--- src/rtl/jpeg_idct_transpose.sv ---
// Double-buffered 8x8 transpose between the IDCT row and column passes.
// Samples are written row-major into one bank while the other bank is read column-major.
module jpeg_idct_transpose #(
    parameter int WIDTH = 16
) (
    input  logic             clk_i,
    input  logic             rst_i,
    input  logic             inport_valid_i,
    input  logic [WIDTH-1:0] inport_data_i,
    output logic             inport_accept_o,
    input  logic             flush_i,
    output logic             outport_valid_o,
    output logic [WIDTH-1:0] outport_data_o,
    output logic [5:0]       outport_idx_o,
    output logic             outport_last_o,
    input  logic             outport_accept_i
);

    // Bank select is the top address bit: {bank, row, col}.
    logic [WIDTH-1:0] mem [0:127];

    logic             wr_bank;
    logic             rd_bank;
    logic [5:0]       wr_cnt;
    logic [5:0]       rd_cnt;
    logic [1:0]       full;
    logic [1:0]       full_next;
    logic             out_valid;
    logic [WIDTH-1:0] out_data;
    logic [5:0]       out_idx;
    logic             out_last;
    logic             push;
    logic             issue;
    logic [5:0]       rd_addr;

    assign inport_accept_o = !full[wr_bank];
    assign push            = inport_valid_i && inport_accept_o;
    assign issue           = full[rd_bank] && (!out_valid || outport_accept_i);
    // Output position k walks down a column: row = k[2:0], col = k[5:3].
    assign rd_addr         = {rd_cnt[2:0], rd_cnt[5:3]};

    // NOTE: full_next takes the current value first so every path assigns it and no latch is inferred.
    always_comb begin
        full_next = full;
        if (push && wr_cnt == 6'd63) begin
            full_next[wr_bank] = 1'b1;
        end
        if (issue && rd_cnt == 6'd63) begin
            full_next[rd_bank] = 1'b0;
        end
    end

    // NOTE: the sample memory has no reset; full flags guard every read, so stale contents are never observed.
    always_ff @(posedge clk_i) begin
        if (push) begin
            mem[{wr_bank, wr_cnt}] <= inport_data_i;
        end
    end

    always_ff @(posedge clk_i) begin
        if (rst_i || flush_i) begin
            wr_bank   <= 1'b0;
            rd_bank   <= 1'b0;
            wr_cnt    <= 6'd0;
            rd_cnt    <= 6'd0;
            full      <= 2'b00;
            out_valid <= 1'b0;
            out_data  <= '0;
            out_idx   <= 6'd0;
            out_last  <= 1'b0;
        end else begin
            full <= full_next;
            if (push) begin
                wr_cnt <= wr_cnt + 6'd1;
                if (wr_cnt == 6'd63) begin
                    wr_bank <= ~wr_bank;
                end
            end
            if (issue) begin
                rd_cnt    <= rd_cnt + 6'd1;
                out_valid <= 1'b1;
                out_data  <= mem[{rd_bank, rd_addr}];
                out_idx   <= rd_cnt;
                out_last  <= (rd_cnt == 6'd63);
                if (rd_cnt == 6'd63) begin
                    rd_bank <= ~rd_bank;
                end
            end else if (outport_accept_i) begin
                out_valid <= 1'b0;
            end
        end
    end

    assign outport_valid_o = out_valid;
    assign outport_data_o  = out_data;
    assign outport_idx_o   = out_idx;
    assign outport_last_o  = out_last;

endmodule

--- config.mk ---
export PLATFORM = sky130hd
export DESIGN_NAME = jpeg_idct_transpose
export DESIGN_NICKNAME = d
export VERILOG_FILES = /design/src/rtl/jpeg_idct_transpose.sv
export SDC_FILE = /design/constraint.sdc
export NUM_CORES = 2
export LEC_CHECK = 0
export BUFFER_PORTS_ARGS = -buffer_cell sky130_fd_sc_hd__buf_2
export CAP_MARGIN = 5
export CORE_MARGIN = 4
export CORE_UTILIZATION = 40
export DETAILED_ROUTE_END_ITERATION = 12
export PLACE_DENSITY = 0.52
export RECOVER_POWER = 100
export SETUP_SLACK_MARGIN = 0.5
export SLEW_MARGIN = 30
export SYNTH_ARGS = -nofsm -noshare
export SYNTH_HDL_FRONTEND = slang
export SYNTH_SLANG_ARGS = --single-unit
--- constraint.sdc ---
create_clock -name clk_i -period 3.55 [get_ports clk_i]
set_clock_uncertainty 0.15 [all_clocks]
set_input_delay 0.71 -clock clk_i [delete_from_list [all_inputs] [get_ports clk_i]]
set_output_delay 0.71 -clock clk_i [all_outputs]
set_load 0.03 [all_outputs]
# After elaboration in Yosys (flattened, before gate mapping)
# Memories as Yosys holds them, arrays and structs flattened. A register that Yosys moved wholly into a read port is not among the register bits.
# Index checks and enable logic that the tools add are counted.
# word_totals
regBits,24
mem_bits_rw,2048
inputBits,21
output_inout_bits,25
wordCells,49
mem_count,1
# memory_table
memory,depth,word_bits,read_ports,rd_ports_with_merged_regs,wr,line_no,source
mem,128,16,1,1,1,20,logic [WIDTH-1:0] mem [0:127];
# classes
n_addsub,2
order_cmp,4
eq_ne,2
mux,14
bitwise,5
reduce_logical,13
# ops
cell,n
$add A6 B1 Y6 const B,2
$eq A6 B6 Y1 const B,2
$mux W1,10
$logic_and A1 B1 Y1,6
$lt A1 B2 Y1 const B,2
$mux W2,2
$reduce_and A2 Y1,2
$and A2 B2 Y2,1
$demux W1 S1,2
$ge A1 B1 Y1 const B,2
$logic_not A1 Y1,2
$logic_or A1 B1 Y1,2
$not A1 Y1,2
$not A2 Y2,1
$or A2 B2 Y2,1
$reduce_bool A2 Y1,1

# Longest topological paths before layout
# depth
ltp_word,8
ltp_mapped,12
ltp_nobuf,6

# Worst setup path after synthesis
# No wires, ideal clock.
# synth_timing
path_type,flip-flop to flip-flop
from,register wr_bank
to,memory mem[110][0] (enable)
setup_ns,0.389
arrival_ns,3.104
required_time_ns,3.011
path_slack_ns,-0.092
path_stages_with_launch,9
path_buffers,3
synth_period_minus_slack_ns,3.642
cell_sequence,dfxtp_1 clkbuf_1 mux2i_1 and2_1 clkbuf_1 nor2b_1 nand3_1 clkbuf_1 nor2_1
# synth_via
elab_chain_cells,6
# synth_rtl
element,line_no,source
"start, declared",22,logic wr_bank;
"start signal, assigned",76,wr_bank <= ~wr_bank;
$mux W1 (implied by the code) (2 in a row),36,assign inport_accept_o = !full[wr_bank];
$logic_not A1 Y1,36,
via inport_accept_o,10,"output logic inport_accept_o,"
$logic_and A1 B1 Y1,37,assign push = inport_valid_i && inport_accept_o;
$mux W1,55,if (push) begin
$mux W1 (implied by the code),56,"mem[{wr_bank, wr_cnt}] <= inport_data_i;"
"end, declared",20,
# The timed path passes the listed nets, and every way through them passes these cells. The select of a mux whose other input is x is not followed.

# Final worst setup path
# layout_timing
from,register wr_bank
to,memory mem[80][10] (enable)
# layout_via
elab_chain_cells,6
# layout_rtl
element,line_no
$mux W1 (implied by the code) (2 in a row),36
$logic_not A1 Y1,36
$logic_and A1 B1 Y1,37
$mux W1,55
$mux W1 (implied by the code),56
# Parallel ways exist; a longest one is shown, timed or not. The select of a mux whose other input is x is not followed.

==> summary.txt <==
Outcome
  • Status: finished, violations left
  • Violated checks: capacitance limit, slew limit

Setup path
  • CP Cell Sequence: mux2i_1 -> and2_0 -> nor2b_1 -> nand2_2 -> buf_4 -> nor2_2 -> clkbuf_1
  • R2R cell count: 7
  • CP max FO: 10
  • Cell count along the critical path: 7
  • CP arrival: 3600 ps
  • Worst Setup End Kind: flop
  • Largest stage delay, worst path: 480 ps
  • CP max-delay cell: clkbuf_1
  • Crit Path Category: flop to flop
  • Crit path buf inv count: 2
  • Worst Path Required: 3870 ps
  • Startpoint Class: flop
  • Top Family by Delay on Critical Path: simple AND/OR/NAND/NOR gates

STA
  • Period minus WS final: 3290 ps
  • Crit path setup slack, layout: 264 ps
  • Fmax: 304 MHz
  • Fin. Hold Viols: 0
  • Max-slew violations: 1425
  • Worst-Margin Slew: 3160 ps
  • Rel. slew slack: -111%
  • Final period util: 92.6%
  • Final setup viols: 0
  • RSZ-0062 raised after global routing: yes

Placement
  • Dpl hpwl: 136 mm
  • I/O Buffers: 45
  • Routability-driven placement congestion ratio: 0.816
  • DP Area: 0.0870 mm²
  • Place WS: -21.0 ps

Synth
  • FF+latch count, synth: 2088
  • Top_reg_cell synth: edfxtp_1
  • Syn Inst Count: 3746
  • Mapped cell area: 0.0803 mm²
  • Synth warnings: 0
  • Mapped Nets: 3769
  • Post-synth EDFFs: 2048
  • Fraction of registers with async set/reset: 0%
  • Syn Area/Cell: 21.4 µm²
  • Count of cell types in the netlist: 52
  • Seq/Total Area, Yosys: 77.5%

GRT
  • Vias in the first global route: 40100
  • First-pass GRT wire length: 315 mm
  • Initial antenna violation count: 11
  • GR Util All Layers: 21.2%
  • Largest net degree at the start of global routing: 129
  • Total congestion overflow: 0

Die
  • Initial Util: 40.2%
  • Std cell rows: 164
  • I/O pins: 46
  • Die width: 456 µm
  • Die area: 0.208 mm²
  • Die H: 456 µm
  • Core box area: 0.200 mm²

Layout
  • Final Util: 46.9%
  • Footprint of the multi-input gates: 0.0172 mm²
  • Layout cell share with drive strength beyond 1: 28.5%
  • Design area: 0.0936 mm²
  • Register area: 0.0623 mm²
  • Fill count: 16600
  • Commonest non-fill, non-tap cell in the layout: edfxtp_1
  • Most frequent cells in the layout: edfxtp_1, mux4_2, mux2i_1, clkbuf_16, buf_4
  • Final #Nets: 4232
  • P&R area growth vs syn: 16.4%

Power and ir drop
  • Switching Share: 20.1%
  • PD cells: 528 mW/mm²
  • Peak VDD IR: 0.472 mV
  • Lkg Pwr: 28.2 nW
  • Overall power: 49.4 mW
  • Pint: 39.5 mW
  • Flop pwr share: 54.8%
  • Psw: 9.93 mW
  • Combinational share of power: 1.2%
  • Clk pwr share: 44.0%

Run
  • Max_cap viols: 23

CTS
  • CTS Sinks: 2088
  • Number of buffers created by CTS: 210
  • CTS tree: yes
  • H-tree lvl count: 4
  • Worst skew pair latency: 840 ps
  • Worst-path clk slew: 60 ps
  • Root buffer cell: clkbuf_16
  • Clk buf depth: 3

Route
  • Drc violations: 0
  • Routed WL: 223 mm
  • WL/cell: 31.7 µm
  • Drt first pass iters: 5
  • DR vias/cell: 5.66
  • Vias: 39900
  • Initial drt markers: 4134
  • Post-DRT Antenna Nets: 0

Min path
  • Hold Crit Depth: 3
  • Hold Path Class: input port to flop
==> area by class of cell <==
cell class	count	share of cell area, %
inverter	4	0.0160
timing repair buffer	465	4.19
multi-input combinational	1440	18.4
clock inverter	121	1.23
clock buffer	271	5.96
sequential	2088	66.6
tap	2656	3.55
antenna	6	0.0160
==> synthesized netlist by cell type, types with 14 or more instances <==
library cell	n	area share (%)
a211oi_1	18	0.17
a21oi_1	82	0.51
a22oi_1	53	0.50
buf_1	15	0.070
buf_2	61	0.38
buf_4	27	0.25
buf_6	24	0.34
clkbuf_1	79	0.37
dfxtp_1	40	1.0
edfxtp_1	2048	77
mux2_2	19	0.27
mux2i_1	217	2.7
mux4_2	454	13
nand2_1	121	0.57
nand3_1	31	0.19
nor2_1	168	0.78
nor2b_1	22	0.17
nor3_1	14	0.087
o21ai_0	40	0.25
o221ai_1	43	0.47
o22ai_1	31	0.24
==> cell families (layout without fill, tap and decap cells) <==
family,count (synthesis),in the layout,share of synthesized area (%)
AO/OA/AOI/OAI,345,345,2.92
other,0,6,0
adder cells (fa/ha/maj),2,2,0.0311
buffers and inverters,218,861,1.58
AND/OR/NAND/NOR,391,391,2.10
XOR/XNOR,12,12,0.131
multiplexers,690,690,15.7
flip-flops,2088,2088,77.5
==> registers in the layout, summed over array words and instances (netlist names), 2 cells and up <==
name            count
mem              2048
outport_data_o     16
outport_idx_o       6
rd_cnt              6
wr_cnt              6
full                2
==> worst reg2reg max path: stages (launching register included) <==
cell and delay [ps]:
dfxtp_1 350, mux2i_1 470, and2_0 320, nor2b_1 360, nand2_2 90, buf_4 230, nor2_2 460, clkbuf_1 480
==> layer usage <==
metal	global-route usage [%]	vias up	share of wire [%]
met5	0	-	0.012
met4	5.19	4	2.5
met3	3.58	260	6.6
met2	34.2	1433	49
met1	30.2	21500	42
li1	-	16700	-
==> per-stage QoR <==
stage                     std cells  hold WS, ps  setup TNS [ps]
after global placement         6626          296            -437
after floorplan                3746          379               0
after CTS                      7037         9.54               0
after detailed placement       6628          298           -21.0
final                          7051         66.9               0
after global routing           7045         25.5               0
==> path summary, 6_finish.rpt <==
check | slack (ps) | endpoint | from
worst max-delay path | 260 | mem[80][10] | wr_bank
worst min-delay path | 70 | outport_valid_o | outport_accept_i
worst max register to register | 260 | mem[80][10] | wr_bank
worst min register to register | 310 | outport_idx_o[3] | outport_idx_o[3]
==> power by group through the flow <==
| stage | logic (mW) | registers (mW) | clock network, mW |
|---|---|---|---|
| CTS | 0.647 | 27.1 | 22.2 |
| floorplan | 0.0530 | 27.6 | 0 |
| global placement | 0.625 | 27.6 | 0 |
| finish | 0.588 | 27.1 | 21.7 |
| detailed placement | 0.646 | 27.6 | 0 |
| global route | 0.631 | 27.1 | 23.3 |
==> repair_timing <==
item,4_1_cts,5_1_grt
cloned,2,2
endpoints found under the hold margin,1,0
buffers inserted,14,6
endpoints found under the setup margin,15,30
pin swaps,4,9
hold buffers,1,0
resized for setup,38,39
Note: power is estimated with default switching activity, not from simulation.
